<file path="config.mk">
export PLATFORM = sky130hd
export DESIGN_NAME = rf_write_arbiter
export DESIGN_NICKNAME = d
export VERILOG_FILES = /design/src/rtl/rf_pkg.sv /design/src/rtl/rr_arbiter2.sv /design/src/rtl/rf_write_arbiter.sv
export SDC_FILE = /design/constraint.sdc
export NUM_CORES = 1
export LEC_CHECK = 0
export CORE_MARGIN = 3
export CORE_UTILIZATION = 65
export CTS_CLUSTER_SIZE = 24
export DETAILED_ROUTE_END_ITERATION = 7
export DONT_BUFFER_PORTS = 1
export HOLD_SLACK_MARGIN = 0.05
export PLACE_DENSITY_LB_ADDON = 0.25
export REMOVE_ABC_BUFFERS = 1
export SLEW_MARGIN = 20
export SYNTH_ARGS = -nofsm -noshare
export SYNTH_HDL_FRONTEND = slang
export SYNTH_HIERARCHICAL = 1
export SYNTH_SLANG_ARGS = --single-unit
export TNS_END_PERCENT = 5
</file>
<file path="constraint.sdc">
create_clock -name clk -period 4.8 [get_ports clk]
set_input_delay 0.96 -clock clk [delete_from_list [all_inputs] [get_ports clk]]
set_output_delay 0.96 -clock clk [all_outputs]
set_load 0.02 [all_outputs]
</file>
<file path="src/rtl/rf_pkg.sv">
// rf_pkg: shared widths and requester indices for the register-file write arbiter.
package rf_pkg;

  localparam int unsigned AW = 5;
  localparam int unsigned DW = 32;

  typedef enum logic {
    REQ_A = 1'b0,
    REQ_B = 1'b1
  } req_e;

endpackage

</file>
<file path="src/rtl/rr_arbiter2.sv">
// rr_arbiter2: two-way round-robin grant with LastGrant pointer.
// Grants are combinational; the pointer only moves on an actual grant.
module rr_arbiter2
  import rf_pkg::*;
(
  input  logic clk,
  input  logic rst,
  input  logic freeze,
  input  logic a_valid,
  input  logic b_valid,
  output logic a_grant,
  output logic b_grant
);

  req_e last_grant_q, last_grant_d;

  // Grant selection: single requester wins outright, contention goes to the one not granted last
  always_comb begin
    a_grant      = 1'b0;
    b_grant      = 1'b0;
    last_grant_d = last_grant_q;
    if (!rst && !freeze) begin
      if (a_valid && b_valid) begin
        if (last_grant_q == REQ_B) a_grant = 1'b1;
        else                       b_grant = 1'b1;
      end else begin
        a_grant = a_valid;
        b_grant = b_valid;
      end
    end
    if (a_grant)      last_grant_d = REQ_A;
    else if (b_grant) last_grant_d = REQ_B;
  end

  // Pointer register; reset to B so A wins the first contention
  always_ff @(posedge clk) begin
    if (rst) last_grant_q <= REQ_B;
    else     last_grant_q <= last_grant_d;
  end

endmodule

</file>
<file path="src/rtl/rf_write_arbiter.sv">
// rf_write_arbiter: arbitrates ALU (A) and load-unit (B) writebacks onto a
// single register_file write port with a one-cycle registered drive.
// Optional macro RF_BYPASS_EN adds two read ports that forward the in-flight write.
module rf_write_arbiter
  import rf_pkg::*;
#(
  parameter int unsigned AW = rf_pkg::AW,
  parameter int unsigned DW = rf_pkg::DW
) (
  input  logic          clk,
  input  logic          rst,
  input  logic          Freeze,
  input  logic          AReqValid,
  input  logic [AW-1:0] AReqAddress,
  input  logic [DW-1:0] AReqData,
  output logic          AReqReady,
  input  logic          BReqValid,
  input  logic [AW-1:0] BReqAddress,
  input  logic [DW-1:0] BReqData,
  output logic          BReqReady,
`ifdef RF_BYPASS_EN
  input  logic [AW-1:0] ReadAddress1,
  input  logic [AW-1:0] ReadAddress2,
  input  logic [DW-1:0] RfReadData1,
  input  logic [DW-1:0] RfReadData2,
  output logic [DW-1:0] ReadData1,
  output logic [DW-1:0] ReadData2,
`endif
  output logic [AW-1:0] WriteAddress,
  output logic [DW-1:0] WriteData,
  output logic          ReadWriteEn
);

  logic          a_grant, b_grant;
  logic [AW-1:0] write_address_q, write_address_d;
  logic [DW-1:0] write_data_q, write_data_d;
  logic          write_en_q, write_en_d;

  rr_arbiter2 u_arb (
    .clk     (clk),
    .rst     (rst),
    .freeze  (Freeze),
    .a_valid (AReqValid),
    .b_valid (BReqValid),
    .a_grant (a_grant),
    .b_grant (b_grant)
  );

  assign AReqReady = a_grant;
  assign BReqReady = b_grant;

  // Next write-port drive: an accepted write to a nonzero register issues next cycle;
  // address/data only change when a write actually issues, otherwise they hold
  always_comb begin
    write_address_d = write_address_q;
    write_data_d    = write_data_q;
    write_en_d      = 1'b0;
    if (a_grant && (AReqAddress != '0)) begin
      write_address_d = AReqAddress;
      write_data_d    = AReqData;
      write_en_d      = 1'b1;
    end else if (b_grant && (BReqAddress != '0)) begin
      write_address_d = BReqAddress;
      write_data_d    = BReqData;
      write_en_d      = 1'b1;
    end
  end

  // Write-port register; reset drops any pending write
  always_ff @(posedge clk) begin
    if (rst) begin
      write_address_q <= '0;
      write_data_q    <= '0;
      write_en_q      <= 1'b0;
    end else begin
      write_address_q <= write_address_d;
      write_data_q    <= write_data_d;
      write_en_q      <= write_en_d;
    end
  end

  assign WriteAddress = write_address_q;
  assign WriteData    = write_data_q;
  assign ReadWriteEn  = write_en_q;

`ifdef RF_BYPASS_EN
  // Forward the in-flight write to each read port independently; register 0 never forwards
  always_comb begin
    ReadData1 = RfReadData1;
    ReadData2 = RfReadData2;
    if (write_en_q && (write_address_q == ReadAddress1) && (ReadAddress1 != '0))
      ReadData1 = write_data_q;
    if (write_en_q && (write_address_q == ReadAddress2) && (ReadAddress2 != '0))
      ReadData2 = write_data_q;
  end
`endif

endmodule

</file>
==> out/summary.txt, run 1 <==
Vias in the first global route - 1,519
Drt pass-1 iters - 4
Pre-CTS setup slack - 1.916 ns
Final Max Slew Viols - 0
Worst min-delay path startpoint - u_arb/last_grant_q
Setup TNS - 0 ns
Detailed-route via count - 1,597
Fillers - 248
RSZ-0062 raised after global routing - false
Library cells used by synthesis - 25
Rel. slew slack - 0.4053
Mean Syn Cell Area - 9.244 µm²
Die width - 61.81 µm
WL met3 - 523 µm
Cell total after placement - 233
Fmax - 395.4 MHz
Reg2reg start - u_arb/last_grant_q
CTS root buf - clkbuf_4
RePlAce Congestion - 0.6926
Worst Hold End - u_arb/last_grant_q
Met1 wire length - 1757 µm
R2R cell count - 5
Remaining DRCs - 0
Layout cells sized above 1 - 0.2905
Antenna Nets Post-Route - 0
CTS hold repair buffers - 0
Final Hold Fails - 0
Synth Cell Area - 0.002024 mm²
Synth cell count leaders - dfxtp_1, nor2_1, nand2_1
Die Y - 61.81 µm
Num CTS Buffers - 5
Period utilisation layout - 0.5269
Sequential cell area - 780.7 µm²
WHS Path Cells - 2
Critical Path RT - 5.07 ns
CP Launch Point - AReqAddress[1]
Max VDD drop - 0.0002168 V
Worst Skew - 0.007045 ns
EDFF count, synth - 0
Crit-path max FO - 21
CTS Buffer Depth - 2
Nature of the critical path endpoint - register
Final setup vio count - 0
Gr usage total - 0.2497
Total gr overflow - 0
Seq/Total Area, Yosys - 0.3857
Synth Warn # - 6
DR iter-0 viols - 74
Fin util - 0.6934
Worst slew pin tran - 0.8887 ns
PortBufs - 0
# rows - 19
Max Cap Viol - 0
Crit path arrival time - 2.80 ns
Half-perimeter wire length after placement - 3429 µm
WL met2 - 2456 µm
Cts repair resizes - 0
Top FF cell, synth - dfxtp_1
Flops & latches, synth - 39
Final WL - 4808 µm
Clk sinks - 39
Core Area - 0.002853 mm²
Initial Util - 0.7096
Min Tclk post-route - 2.529 ns
Via density - 6.627
CTS tree - yes
Non-filler instance count after layout - 241
Reg2reg setup slack - 2.68 ns
Post-Syn Instances - 219
Status - complete, no violations
Worst Setup Path Type - primary input to register
Worst-path clk slew - 0.11 ns
First-pass GRT wire length - 6879 µm
Ys async rst share - 0
Power Density - 328.4 mW/mm²
Die area - 0.003820 mm²
DR top layer - met4
Initial antenna violation count - 0
Top cells by area, synth - dfxtp_1, a211oi_2, a21oi_2, nor2_1, nand2_1
Layout area overhead - -2.287%
Startpoint Class - primary input
Pleak - 0.0006490 µW
Antenna cells - 0
I/O Pins - 119
Multi-input gate area - 0.001075 mm²
Post-layout nets - 288
# Post-CTS Setup Buffers - 0
Wire per inst - 19.95 µm
Setup ws final - 2.271 ns
Post-synth top area share - 0.3857
Worst R2R End - WriteData[16]
Largest net degree at the start of global routing - 42
Hold WC Path Type - register to register
Area leader, netlist - dfxtp_1
Clock latency on the worst-skew pair - 0.34 ns
H-tree Lvls - 2
-- state kept, by name, indices dropped and copies added (netlist names) --
| name | flops |
|---|---|
| WriteData | 32 |
| WriteAddress | 5 |
| ReadWriteEn | 1 |
| u_arb/last_grant_q | 1 |
-- worst max-delay path, cell delays in order --
cell and delay, ns:
or4_4 0.53, o21ai_2 0.60, buf_4 0.38, nor2_1 0.10
a211oi_2 0.22
-- logic make-up (layout without fill, tap and decap cells) --
group                  after synthesis  in the layout  share of synthesized area
DFF                                 39             39                     0.3857
buffers and inverters               19             10                    0.08343
and+or+nand+nor                     85             85                     0.1786
AOI/OAI and AO/OA                   76             76                     0.3523
-- cells in the final DEF, fill, tap and decap left out, drive strengths merged --
cell     n
dfxtp   39
nor2    39
nand2   34
a21oi   34
a211oi  32
clkbuf   8
a221oi   5
nor3     5
or4      2
buf      2
o21ai    2
o21a     2
and3     2
o41ai    1
nand2b   1
or2b     1
and4bb   1
-- final cells by class --
type / instances / share of cell area
clock buffer: 8 / 0.03479
timing repair buffer: 2 / 0.007590
sequential: 39 / 0.3947
tap: 31 / 0.01961
multi-input combinational: 161 / 0.5433
-- per-layer routing --
layer	vias to the layer above	track usage
met2	86	0.4335
met5	-	0
met4	0	0.08788
li1	754	-
met3	8	0.1136
met1	749	0.2671
-- through the flow --
step	area [µm²]	hold slack, ns	power [µW]
after detailed placement	1909	0.5250	467.8
after CTS	1978	0.5431	653.9
after floorplan	1856	0.5011	451.2
after global placement	1909	0.5100	461.8
after global routing	1978	0.5792	685.7
final	1978	0.5527	649.7
-- report_power, final --
part / total (µW) / switching [µW] / internal (µW)
logic: 74.1 / 41.9 / 32.2
clock network: 190 / 104 / 86.2
registers: 386 / 40.4 / 345
total: 650 / 186 / 464
-- worst max path at each step --
stage,slack [ns],end,cells after the start
3_3_place_gp,2.04,WriteData[22],5
5_1_grt,2.22,WriteData[19],5
6_report,2.27,WriteData[16],5
4_1_cts,2.29,WriteData[16],5
2_1_floorplan,2.03,WriteData[10],5
3_5_place_dp,1.92,WriteData[16],5
Power figures use the tool's default switching activity.
==> inputs of run 2 (changes only) <==
--- a/config.mk
+++ b/config.mk
@@ -6,7 +6,7 @@
 export NUM_CORES = 1
 export LEC_CHECK = 0
 export CORE_MARGIN = 3
-export CORE_UTILIZATION = 65
+export CORE_UTILIZATION = 56
 export CTS_CLUSTER_SIZE = 24
 export DETAILED_ROUTE_END_ITERATION = 7
 export DONT_BUFFER_PORTS = 1
==> constraint.sdc (replaced) <==
create_clock -name clk -period 2.2 [get_ports clk]
set_input_delay 0.44 -clock clk [delete_from_list [all_inputs] [get_ports clk]]
set_output_delay 0.44 -clock clk [all_outputs]
set_load 0.02 [all_outputs]
==> out/summary.txt, run 2 (synthesized netlist as in run 1, its figures left out) <==
WHS - 0.1545 ns (-0.3981 ns)
Crit path arrival time - 2.05 ns (-0.75 ns)
Hold WC Path Type - primary input to register
Die area - 0.004373 mm² (+14%)
Die Y - 66.13 µm (+7.0%)
Largest net degree at the start of global routing - 42 (unchanged)
Initial antenna violation count - 0 (unchanged)
Worst min-delay path startpoint - rst
Final WL - 4707 µm (-2.1%)
First-pass GRT wire length - 7044 µm (+2.4%)
Antenna Nets Post-Route - 0 (unchanged)
Critical Path RT - 2.45 ns (-2.62 ns)
Power Density - 675.7 mW/mm² (+110%)
Startpoint Class - register
Remaining DRCs - 0 (unchanged)
Worst Setup Path Type - register to register
Fmax - 555.0 MHz
Layout area overhead - -0.1236%
Rel. slew slack - 0.4453 (+0.04008)
Number of flip-flops under the largest register name - 32 (unchanged)
RePlAce Congestion - 0.7767 (+12%)
Min Tclk post-route - 1.802 ns
Pleak - 0.0006680 µW (+2.9%)
PortBufs - 0 (unchanged)
Number of buffers and inverters on the critical path - 0 (-1)
Via density - 6.227 (-6.0%)
Die width - 66.13 µm (+7.0%)
Clock latency on the worst-skew pair - 0.34 ns (about the same)
Non-filler instance count after layout - 260 (+7.9%)
Worst slew pin tran - 0.8320 ns (-0.05675 ns)
Worst-path clk slew - 0.10 ns (about the same)
# Post-CTS Setup Buffers - 0 (unchanged)
CTS Buffer Depth - 2 (unchanged)
# rows - 21 (+2)
Max Cap Viol - 0 (unchanged)
Max VDD drop - 0.0004643 V (+110%)
DR iter-0 viols - 69 (-6.8%)
H-tree Lvls - 2 (unchanged)
Drt pass-1 iters - 4 (unchanged)
CTS root buf - clkbuf_4
CP peak stage delay - 0.69 ns (+0.09 ns)
RSZ-0062 raised after global routing - false
Status - complete, no violations
Reg2reg setup slack - 0.40 ns (-2.28 ns)
Crit-path max FO - 32 (+52%)
CTS tree - yes
Period utilisation layout - 0.8190
Antenna cells - 0 (unchanged)
CP Cell Sequence - nand2_1, and3_2, o21a_2, a21oi_1, a211oi_1
Post-layout nets - 293 (+1.7%)
Fin util - 0.5919 (-0.1015)
Half-perimeter wire length after placement - 3500 µm (+2.1%)
Cts repair resizes - 0 (unchanged)
Worst R2R End - WriteData[29]
Worst Skew - 0.01214 ns (+0.005091 ns)
Num CTS Buffers - 5 (unchanged)
Most frequent cells in the layout - dfxtp_1, nor2_1, nand2_1
Reg2reg start - u_arb/last_grant_q
Crit-path slowest cell - o21a_2
Layout cells sized above 1 - 0.3084 (+0.01794)
Gr usage total - 0.2114 (-0.03829)
Total gr overflow - 0 (unchanged)
Vias in the first global route - 1,611 (+6.1%)
Cell total after placement - 253 (+8.6%)
Initial Util - 0.5927 (-0.1170)
Core Area - 0.003416 mm² (+20%)
Final Hold Fails - 0 (unchanged)
Detailed-route via count - 1,619 (+1.4%)
WHS Path Cells - 1 (-1)
CTS hold repair buffers - 0 (unchanged)
Nature of the critical path endpoint - register
Final setup vio count - 0 (unchanged)
Worst Hold End - WriteData[16]
Design Power - 1366 µW (+110%)
Clk sinks - 39 (unchanged)
Final Max Slew Viols - 0 (unchanged)
I/O Pins - 119 (unchanged)
R2R cell count - 5 (unchanged)
Wire per inst - 18.10 µm (-9.3%)
CP delay by family, top - compound AO/OA/AOI/OAI gates
==> run 2: changes by cell type in the layout (fill, tap and decap cells not counted), sizes merged <==
| cell | delta |
|---|---|
| buf | +5 |
| clkinv | +1 |
| clkbuf | -2 |
==> run 2: final cells by class <==
| class | instances | area (µm²) |
|---|---|---|
| multi-input combinational | 161 | 1075 |
| timing repair buffer | 7 | 52.55 |
| sequential | 39 | 780.7 |
| clock inverter | 1 | 5.005 |
| tap | 46 | 57.56 |
| clock buffer | 6 | 51.30 |
| fill | 301 | 1394 |
==> run 2: worst register-to-register path: cells and delay by family (launching register included) <==
kind	cells	cell delay [ns]
and+or+nand+nor	2	0.26
AOI/OAI and AO/OA	3	1.12
DFF	1	0.34
==> run 2: routing by layer <==
layer  vias up  share of wire  GRT usage
met3         8           0.11    0.07653
met2        88           0.51     0.3903
met1       759           0.36     0.2076
met4         0          0.015    0.09391
li1        764              -          -
met5         -              0          0
==> run 2: stage by stage <==
stage | TNS (ns) | area [µm²] | worst slack [ns]
after detailed placement | 0 | 1966 | 0.1972
after CTS | 0 | 2022 | 0.4155
final | 0 | 2022 | 0.3983
after global placement | 0 | 1966 | 0.2551
after floorplan | -0.6828 | 1856 | -0.05043
after global routing | 0 | 2022 | 0.2807
==> run 2: worst max path at each step <==
stage,slack [ns],start,depth (start not counted),end
after detailed placement,0.20,BReqAddress[2],4,WriteData[19]
after global placement,0.26,BReqAddress[2],4,WriteData[16]
after global routing,0.28,u_arb/last_grant_q,5,WriteData[28]
after CTS,0.42,u_arb/last_grant_q,5,WriteData[19]
after floorplan,-0.05,rst,5,WriteData[10]
final,0.40,u_arb/last_grant_q,5,WriteData[29]
==> run 2: power by group <==
part	internal [µW]	total [µW]	switching, µW
Clock	148	359	211
Combinational	74.5	164	89.9
Sequential	753	842	89.0
